**config.mk**
```make
export PLATFORM = sky130hd
export DESIGN_NAME = imem_loader
export DESIGN_NICKNAME = d
export VERILOG_FILES = /design/src/rtl/imem_loader.sv
export SDC_FILE = /design/constraint.sdc
export NUM_CORES = 1
export LEC_CHECK = 0
export CAP_MARGIN = 40
export CORE_UTILIZATION = 40
export CTS_BUF_LIST = sky130_fd_sc_hd__clkbuf_8 sky130_fd_sc_hd__clkbuf_16
export CTS_CLUSTER_SIZE = 14
export DETAILED_ROUTE_END_ITERATION = 8
export PLACE_DENSITY_LB_ADDON = 0.2
export SETUP_SLACK_MARGIN = 0.4
export SYNTH_ARGS = -nofsm -noshare
export SYNTH_HDL_FRONTEND = slang
export SYNTH_SLANG_ARGS = --single-unit
```
**constraint.sdc**
```tcl
create_clock -name clk -period 3.2 [get_ports clk]
set_clock_uncertainty 0.05 [all_clocks]
set_input_delay 0.32 -clock clk [delete_from_list [all_inputs] [get_ports clk]]
set_output_delay 0.32 -clock clk [all_outputs]
set_load 0.01 [all_outputs]
```
**src/rtl/imem_loader.sv**
```systemverilog
// Packs a host byte stream little-endian into 32-bit words and writes them to instruction memory,
// holding the CPU in reset until the load completes. Optional checksum: LOADER_CHECKSUM_EN.
module imem_loader #(
  parameter int unsigned DEPTH     = 64,
  parameter logic [31:0] BASE_ADDR = 32'h0000_0000
) (
  input  logic        clk,
  input  logic        reset,
  input  logic        load_start,
  input  logic        in_valid,
  output logic        in_ready,
  input  logic [7:0]  in_data,
  input  logic        in_last,
  output logic        imem_we,
  output logic [31:0] imem_addr,
  output logic [31:0] imem_wdata,
  output logic        cpu_reset,
  output logic        done,
  output logic        err,
`ifdef LOADER_CHECKSUM_EN
  output logic [31:0] csum,
`endif
  output logic [15:0] word_count
);

  localparam logic [15:0] DepthW = DEPTH[15:0];

  typedef enum logic [1:0] {StIdle, StLoad, StWrite, StDone} state_e;

  state_e      state_q, state_d;
  logic [1:0]  idx_q, idx_d;
  logic [31:0] buf_q, buf_d;
  logic [31:0] addr_q, addr_d;
  logic [15:0] wc_q, wc_d;
  logic        err_q, err_d;
  logic        last_q, last_d;
  logic        start;
`ifdef LOADER_CHECKSUM_EN
  logic [31:0] csum_q, csum_d;
`endif

  always_ff @(posedge clk or posedge reset) begin
    if (reset) begin
      state_q <= StIdle;
      idx_q   <= '0;
      buf_q   <= '0;
      addr_q  <= BASE_ADDR;
      wc_q    <= '0;
      err_q   <= 1'b0;
      last_q  <= 1'b0;
`ifdef LOADER_CHECKSUM_EN
      csum_q  <= '0;
`endif
    end else begin
      state_q <= state_d;
      idx_q   <= idx_d;
      buf_q   <= buf_d;
      addr_q  <= addr_d;
      wc_q    <= wc_d;
      err_q   <= err_d;
      last_q  <= last_d;
`ifdef LOADER_CHECKSUM_EN
      csum_q  <= csum_d;
`endif
    end
  end

  always_comb begin
    state_d   = state_q;
    idx_d     = idx_q;
    buf_d     = buf_q;
    addr_d    = addr_q;
    wc_d      = wc_q;
    err_d     = err_q;
    last_d    = last_q;
`ifdef LOADER_CHECKSUM_EN
    csum_d    = csum_q;
`endif
    in_ready  = 1'b0;
    imem_we   = 1'b0;
    done      = 1'b0;
    cpu_reset = 1'b1;
    start     = 1'b0;

    unique case (state_q)
      StIdle: start = load_start;
      StLoad: begin
        in_ready = 1'b1;
        if (in_valid) begin
          buf_d[{idx_q, 3'b000} +: 8] = in_data;
          idx_d  = idx_q + 2'd1;
          last_d = in_last;
          if (idx_q == 2'd3 || in_last) state_d = StWrite;
        end
      end
      StWrite: begin
        // Words past capacity are dropped but the stream keeps draining to in_last.
        if (wc_q < DepthW) begin
          imem_we = 1'b1;
          addr_d  = addr_q + 32'd4;
          wc_d    = wc_q + 16'd1;
`ifdef LOADER_CHECKSUM_EN
          csum_d  = csum_q + buf_q;
`endif
        end else begin
          err_d = 1'b1;
        end
        buf_d   = '0;
        idx_d   = '0;
        last_d  = 1'b0;
        state_d = last_q ? StDone : StLoad;
      end
      StDone: begin
        start     = load_start;
        done      = ~load_start;
        cpu_reset = load_start;
      end
      default: state_d = StIdle;
    endcase

    if (start) begin
      state_d = StLoad;
      idx_d   = '0;
      buf_d   = '0;
      addr_d  = BASE_ADDR;
      wc_d    = '0;
      err_d   = 1'b0;
      last_d  = 1'b0;
`ifdef LOADER_CHECKSUM_EN
      csum_d  = '0;
`endif
    end
  end

  assign imem_addr  = addr_q;
  assign imem_wdata = imem_we ? buf_q : 32'h0;
  assign err        = err_q;
  assign word_count = wc_q;
`ifdef LOADER_CHECKSUM_EN
  assign csum       = csum_q;
`endif

endmodule

```
* Word-level counts from Yosys, hierarchy flattened *
Cells that the tools add are included.

storage, ports and cells
  register bits after elaboration = 86
  input bits = 13
  output and inout bits = 85
  word-level logic and storage cells = 63

cells by class
  add/sub/neg operators = 4
  $lt $le $gt $ge = 1
  equality and inequality tests = 7
  shift-type cells = 2
  muxes and demuxes = 31
  bitwise operators = 1
  reduce and logical (&&, ||, !) cells = 10

operator list
  kind                                                                            count
  32-bit 2-to-1 mux                                                               6
  32-bit one-hot mux with 2 select lines                                          1
  16-bit 2-to-1 mux                                                               3
  32-bit by 3-bit adder with 32-bit output (second input constant)                1
  32-bit bitwise mux                                                              1
  8-bit by 7-bit variable shift with 32-bit output (first input constant)         1
  8-bit by 7-bit indexed part select with 32-bit output                           1
  16-bit by 1-bit adder with 16-bit output (second input constant)                1
  16-bit by 7-bit less-than comparator with 1-bit output (second input constant)  1
  2-bit 2-to-1 mux                                                                6
  1-bit 2-to-1 mux                                                                11
  2-bit one-hot mux with 2 select lines                                           2
  5-bit negator with 7-bit output                                                 1
  2-bit == test (second input constant)                                           3
  3-bit != test (second input constant)                                           2
  2-bit AND reduction                                                             3
  2-bit nonzero test                                                              2
  3-bit AND reduction                                                             1
  3-bit nonzero test                                                              1
  2-bit by 1-bit adder with 2-bit output (second input constant)                  1
  2-bit by 1-bit == test with 1-bit output (second input constant)                1
  2-bit zero test                                                                 1
  2-bit != test (second input constant)                                           1
  1-bit one-hot mux with 2 select lines                                           1
  3 further kinds                                                                 3

* Depth between registers and ports, before layout *
Gate-level depths: netlist of the first run.

  depth after elaboration = 6
  gate-level depth with buffers = 9
  gate-level depth less buffers = 6

* Worst setup path after synthesis of the first run *
No wires, ideal clock.

  path kind = reg-to-reg
  from = register wc_q[6] (netlist: word_count[6])
  to = register addr_q[13] (netlist: imem_addr[13])
  setup time = 0.078 ns
  arrival = 2.239 ns
  data required time = 3.072 ns
  setup slack = 0.833 ns
  cell stages (with the launch flop) = 6
  buffers on the path = 1
  clock period less this slack = 2.367 ns
  cells stage by stage = dfrtp_1 or4_4 or4_1 buf_2 or4_1 a21oi_1

on the way
  longest elaborated chain between the ends = 3

RTL lines
  element                                                 RTL line  RTL
  from (decl)                                             34        logic [15:0] wc_q, wc_d;
  from (signal assigned)                                  59        wc_q <= wc_d;
  16-bit by 7-bit less-than comparator with 1-bit output  98        if (wc_q < DepthW) begin
  2-bit nonzero test (no line)                            -
  2-bit AND reduction (no line)                           -
  to (signal assigned)                                    58        addr_q <= addr_d;
  to (decl)                                               33        logic [31:0] addr_q, addr_d;

No other way between the ends.
A chain may end at the register's enable or synchronous reset.

* Final worst setup path of the first run *
Ends and elaborated chain as after synthesis.

==> reports/metrics.yaml, run 1 <==
outcome: "complete, no violations"
ant_nets: 0
worst_hold_slack_ns: 0.107
synth-edff-count: 0
clock.fmax_mhz: 373
worstReg2RegStart: "word_count[6]"
hold_buffers: 0
grt_pass1_wl_mm: 17.3
maxSlewViolCount: 0
yosys_warnings: 0
placement.io_buffers: 95
via_count_of_the_first_global_routing_pass: 3395
first_iter_violations: 109
antennaDiodeCount: 0
slew-limit-headroom_pct: 48.8
largest_net_degree_at_the_start_of_global_routing: 47
placed_cells: 628
wl_per_instance_um: 16.4
dr.pass1.iters: 4
synth_area_leader_cell: "sky130_fd_sc_hd__dfrtp_1"
critical_path_peak_fanout: 16
synth.distinct_cells: 45
cts.reportedPaths.clkPinSlew_ns: 0.09
end_kind: "flip-flop"
sinks_on_clock_net: 84
max_cap_viol_count: 0
syn_avg_cell_area_um2: 10.1
yosys-top-cells-area: "sky130_fd_sc_hd__dfrtp_1 50%, sky130_fd_sc_hd__and2_1 6.7%, sky130_fd_sc_hd__a22o_1 6.6%"
worst_ep_required_time_ns: 3.42
setup_repair_after_global_routing_missed_its_margin: "false"
finalCritPeriodShare_pct: 83.7
detail_route.vias_per_cell: 5.59
design.final.nets: 533
fillers: 895
design.die.area_mm2: 0.0110
synthesis.instances: 417
synth.cells.most_frequent: "84 x sky130_fd_sc_hd__dfrtp_1, 45 x sky130_fd_sc_hd__and2_1, 35 x sky130_fd_sc_hd__a21oi_1, 32 x sky130_fd_sc_hd__a22o_1, 23 x sky130_fd_sc_hd__nand2_1"
hp-class: "input pin to asynchronous set/reset pin"
powerDensity_mw_per_mm2: 552
wirelength_mm: 10.6
timing.reg2reg.worst_path_depth: 4
overall_power_mw: 3.13
post_layout_nonfiller_instances: 649
die_height_um: 105
ctsHtreeMaxLevel: 3
place_ws_ns: 0.412
period_minus_slack_ns: 2.68
final_core_util_pct: 55.2
post_route_cells_drive_above_1_share_pct: 8.19
ctsLongestPathBuffers: 2
syn2layout_area_growth_pct: 34.6
r2r-end: "imem_addr[13]"
root_buffer: "sky130_fd_sc_hd__clkbuf_8"
ff2ff_setup_slack_ns: 0.52
overflow: 0
tightest_slew_ns: 0.761
worst-setup-path-type: "flip-flop to flip-flop"
coreArea_mm2: 0.0103
layout.cell_area.non_filler_mm2: 0.00567
library_cell_with_the_highest_instance_count_after_synthesis: "sky130_fd_sc_hd__dfrtp_1"
drc_errors: 0
postPlaceCellArea_mm2: 0.00528
p_leak_nw: 3.01
syn-cell-area_mm2: 0.00422
floorplan.initialDensity_pct: 41.0
start_kind: "flip-flop"
arrival_ns: 2.90
routed-via-count: 3627
cts_inserted_buffers: 9
gr-usage-all-layers_pct: 19.8
setup_viol_count_final: 0
initial_antenna_violation_count: 0
clkLatencyLatePin_ns: 0.35
sequential_share_of_the_synthesized_area_pct: 49.9
chipWidth_um: 105
post-dp-hpwl_mm: 7.02
finalSetupTns_ns: 0
dominantRegCellSynth: "sky130_fd_sc_hd__dfrtp_1"
cts_tree: "done"
io_pins: 98
synth-async-reset-ratio_pct: 100
final.setup.worst_slack_ns: 0.521
worst_ir_drop_vdd_mv: 0.283
top_cell_type_s_share_of_synthesized_area_pct: 49.9
routabilityCongestion: 0.808
floorplan.rows: 37
yosys_register_bits: 84
final_hold_viol_count: 0
power by group:
group          switching [mW]  total (mW)  internal (mW)  leakage, nW
sequential             0.0792        1.22           1.14         1.16
clock                   0.383       0.813          0.430        0.104
combinational           0.684        1.10          0.415         1.74
metal layers:
layer	wire length [µm]	GRT usage, %
met5	0	0
met3	404	3.12
met1	5010	27.3
met4	231	9.15
met2	4990	30.6
timing repair:
item / 4_1_cts / 5_1_grt
gates resized for setup: 7 / 34
setup buffers: 0 / 5
endpoints found under the setup margin: 33 / 34
gates cloned: 0 / 1
pin swaps: 0 / 2
worst max path at each step:
stage | start | to | slack, ns | cells past startpoint
floorplan | reset | buf_q[0] | 0.66 | 1
global placement | state_q[0] | imem_addr[21] | 0.48 | 6
detailed placement | state_q[0] | imem_addr[13] | 0.41 | 6
CTS | word_count[9] | imem_wdata[16] | 0.38 | 7
global route | word_count[6] | imem_addr[13] | 0.40 | 4
finish | word_count[6] | imem_addr[13] | 0.52 | 4
layout make-up:
type | count | area, µm² | area share, %
Multi-Input combinational cell | 294 | 1960 | 34.5
Clock buffer | 9 | 124 | 2.18
Sequential cell | 84 | 2100 | 37.1
Tap cell | 136 | 170 | 3.00
Clock inverter | 6 | 82.6 | 1.46
Inverter | 12 | 46.3 | 0.816
Timing Repair Buffer | 108 | 1190 | 21.0
critical path: stages, from the launching register on:
cell,delay [ns]
sky130_fd_sc_hd__dfrtp_1,0.45
sky130_fd_sc_hd__or4_4,0.57
sky130_fd_sc_hd__or4_1,0.79
sky130_fd_sc_hd__or4_1,0.58
sky130_fd_sc_hd__a21oi_1,0.16
flip-flops by register name, indices dropped and copies added (netlist names):
register and flops:
buf_q 32, err 1, idx_q 2, imem_addr 30
last_q 1, state_q 2, word_count 16
kinds of logic (layout without fill, tap and decap cells):
group                      count (synthesis)  count (layout)  synth area share, %
adders and majority gates                 11              11                 3.27
buffers and inverters                     40             135                 4.60
AOI/OAI and AO/OA                        110             110                 17.6
xor gates and xnor gates                   3               3                0.623
muxes                                      2               2                0.475
DFF                                       84              84                 49.9
other                                      1               2               0.0890
and+or+nand+nor                          166             166                 23.5
cell usage in the layout, fill, tap and decap left out, drive strengths merged, types with 4 or more instances in the layout:
master / netlist / layout
a21oi: 35 / 35
a22o: 32 / 32
a31oi: 4 / 4
and2: 47 / 47
and3: 4 / 4
and4: 10 / 10
buf: 3 / 12
clkbuf: 24 / 10
clkdlybuf4s50: 0 / 63
dfrtp: 84 / 84
dlymetal6s2s: 0 / 32
ha: 11 / 11
inv: 12 / 13
nand2: 23 / 23
nand2b: 4 / 4
nand3: 7 / 7
nand4: 10 / 10
nor2: 22 / 22
nor4: 5 / 5
o21ai: 17 / 17
o31ai: 13 / 13
or3: 12 / 12
or4: 16 / 16
Power figures use the tool's default switching activity.
==> inputs of run 2 (changes only) <==
==> constraint.sdc (replaced) <==
create_clock -name clk -period 2.45 [get_ports clk]
set_clock_uncertainty 0.05 [all_clocks]
set_input_delay 0.245 -clock clk [delete_from_list [all_inputs] [get_ports clk]]
set_output_delay 0.245 -clock clk [all_outputs]
set_load 0.01 [all_outputs]
==> reports/metrics.yaml, run 2 (synthesis results as in run 1) <==
cp_top_family: "simple AND/OR/NAND/NOR gates"
topRoutingLayerUsed: "met4"
largest-register: "buf_q"
sinks_on_clock_net: 84
antennaDiodeCount: 0
finalCritPeriodShare_pct: 96.7
design.die.area_mm2: 0.0110
critical_path_peak_fanout: 7
placement.io_buffers: 95
worstPathBufferInverterCount: 1
clkLatencyLatePin_ns: 0.36
io_pins: 98
cts.reportedPaths.clkPinSlew_ns: 0.08
routed-via-count: 3714
setup_viol_count_final: 0
overflow: 0
finalSetupTns_ns: 0
detail_route.vias_per_cell: 5.51
hp-class: "input pin to asynchronous set/reset pin"
root_buffer: "sky130_fd_sc_hd__clkbuf_8"
end_kind: "flip-flop"
hold_buffers: 0
design.final.nets: 558
ctsLongestPathBuffers: 2
layout.cell_area.non_filler_mm2: 0.00604
start_kind: "flip-flop"
syn2layout_area_growth_pct: 43.3
max_cap_viol_count: 0
first_iter_violations: 111
floorplan.initialDensity_pct: 41.0
final_hold_viol_count: 0
crit_path_cell_trace: "buf_6, or4_4, or4_4, or4_1, a21oi_1"
clock.fmax_mhz: 422
most_used_cells_in_the_layout_excluding_fill_and_tap_cells: "83 x sky130_fd_sc_hd__dfrtp_1, 61 x sky130_fd_sc_hd__clkdlybuf4s50_1, 32 x sky130_fd_sc_hd__a22o_1, 32 x sky130_fd_sc_hd__buf_6"
worst_ir_drop_vdd_mv: 0.393
ctsHtreeMaxLevel: 3
initial_antenna_violation_count: 0
drc_errors: 0
routabilityCongestion: 0.818
outcome: "complete, no violations"
worst-setup-path-type: "flip-flop to flip-flop"
overall_power_mw: 4.43
wl_met1_mm: 5.29
dr.pass1.iters: 4
path_common_cell: "sky130_fd_sc_hd__or4_4"
largest_net_degree_at_the_start_of_global_routing: 85
max_reg_flops: 32
floorplan.rows: 37
powerDensity_mw_per_mm2: 734
met3_length_um: 409
wl_per_instance_um: 17.2
via_count_of_the_first_global_routing_pass: 3488
slew-limit-headroom_pct: 65.1
critPathSlowestCell: "sky130_fd_sc_hd__or4_4"
setup_repair_after_global_routing_missed_its_margin: "true"
post_route_cells_drive_above_1_share_pct: 30.5
die_height_um: 105
fillers: 918
chipWidth_um: 105
post-dp-hpwl_mm: 7.15
p_leak_nw: 2.70
ant_nets: 0
tightest_slew_ns: 0.518
postPlaceCellArea_mm2: 0.00536
cts_tree: "done"
crit_path_max_incr_delay_ns: 0.57
arrival_ns: 2.60
maxSlewViolCount: 0
gr-usage-all-layers_pct: 20.9
met2RoutedLength_mm: 5.71
period_minus_slack_ns: 2.37
cts_inserted_buffers: 9
grt_pass1_wl_mm: 18.0
wirelength_mm: 11.6
coreArea_mm2: 0.0103
commonest_non_fill_non_tap_cell_in_the_layout: "sky130_fd_sc_hd__dfrtp_1"
worst_ep_required_time_ns: 2.68
-- run 2: final timing paths --
kind | to | start | slack, ns | depth (start not counted)
worst min-delay path | imem_addr[24] | reset | 0.30 | 3
max in group asynchronous | word_count[8] | reset | 1.67 | 3
worst max register to register | imem_addr[15] | word_count[9] | 0.08 | 5
worst max-delay path | imem_addr[15] | word_count[9] | 0.08 | 5
min in group clk | buf_q[2] | buf_q[2] | 0.46 | 1
worst min register to register | buf_q[2] | buf_q[2] | 0.46 | 1
-- run 2: through the flow --
| step | utilization, % | hold slack, ns | setup WS, ns | instances |
|---|---|---|---|---|
| after global routing | 58.8 | 0.337 | 0.0354 | 674 |
| after CTS | 55.3 | 0.325 | 0.0884 | 668 |
| final | 58.8 | 0.296 | 0.0798 | 674 |
| after floorplan | - | 0.328 | 0.174 | 418 |
| after detailed placement | 52.1 | 0.433 | 0.0709 | 639 |
| after global placement | 52.1 | 0.431 | 0.132 | 639 |
-- run 2: tightest hold or removal path, stage by stage --
cell and delay, ns:
sky130_fd_sc_hd__clkdlybuf4s50_1 0.44, sky130_fd_sc_hd__clkinvlp_4 0.09, sky130_fd_sc_hd__buf_12 0.35
-- run 2: where the power goes --
| part | internal, mW | switching, mW |
|---|---|---|
| combinational | 0.901 | 1.04 |
| clock | 0.408 | 0.491 |
| sequential | 1.49 | 0.104 |
-- run 2: area by class of cell --
class / instances / area [µm²] / area share (%)
clock inverters: 4 / 17.5 / 0.290
clock buffers: 11 / 151 / 2.51
multi-input cells: 295 / 2210 / 36.6
repair buffers: 132 / 1340 / 22.1
inverters: 12 / 48.8 / 0.808
well taps: 136 / 170 / 2.82
flip-flops and latches: 84 / 2100 / 34.8
-- run 2: routing by layer --
metal	vias to the layer above	global-route usage, %
li1	1758	-
met1	1851	29.5
met2	92	33.0
met3	13	2.56
met4	0	7.55
met5	-	0
-- run 2: timing repair --
| item | 4_1_cts | 5_1_grt |
|---|---|---|
| gates resized for setup | 171 | 72 |
| gates cloned | 3 | 3 |
| setup endpoints to repair | 73 | 84 |
| setup buffers | 11 | 3 |
| pin swaps | 12 | 27 |
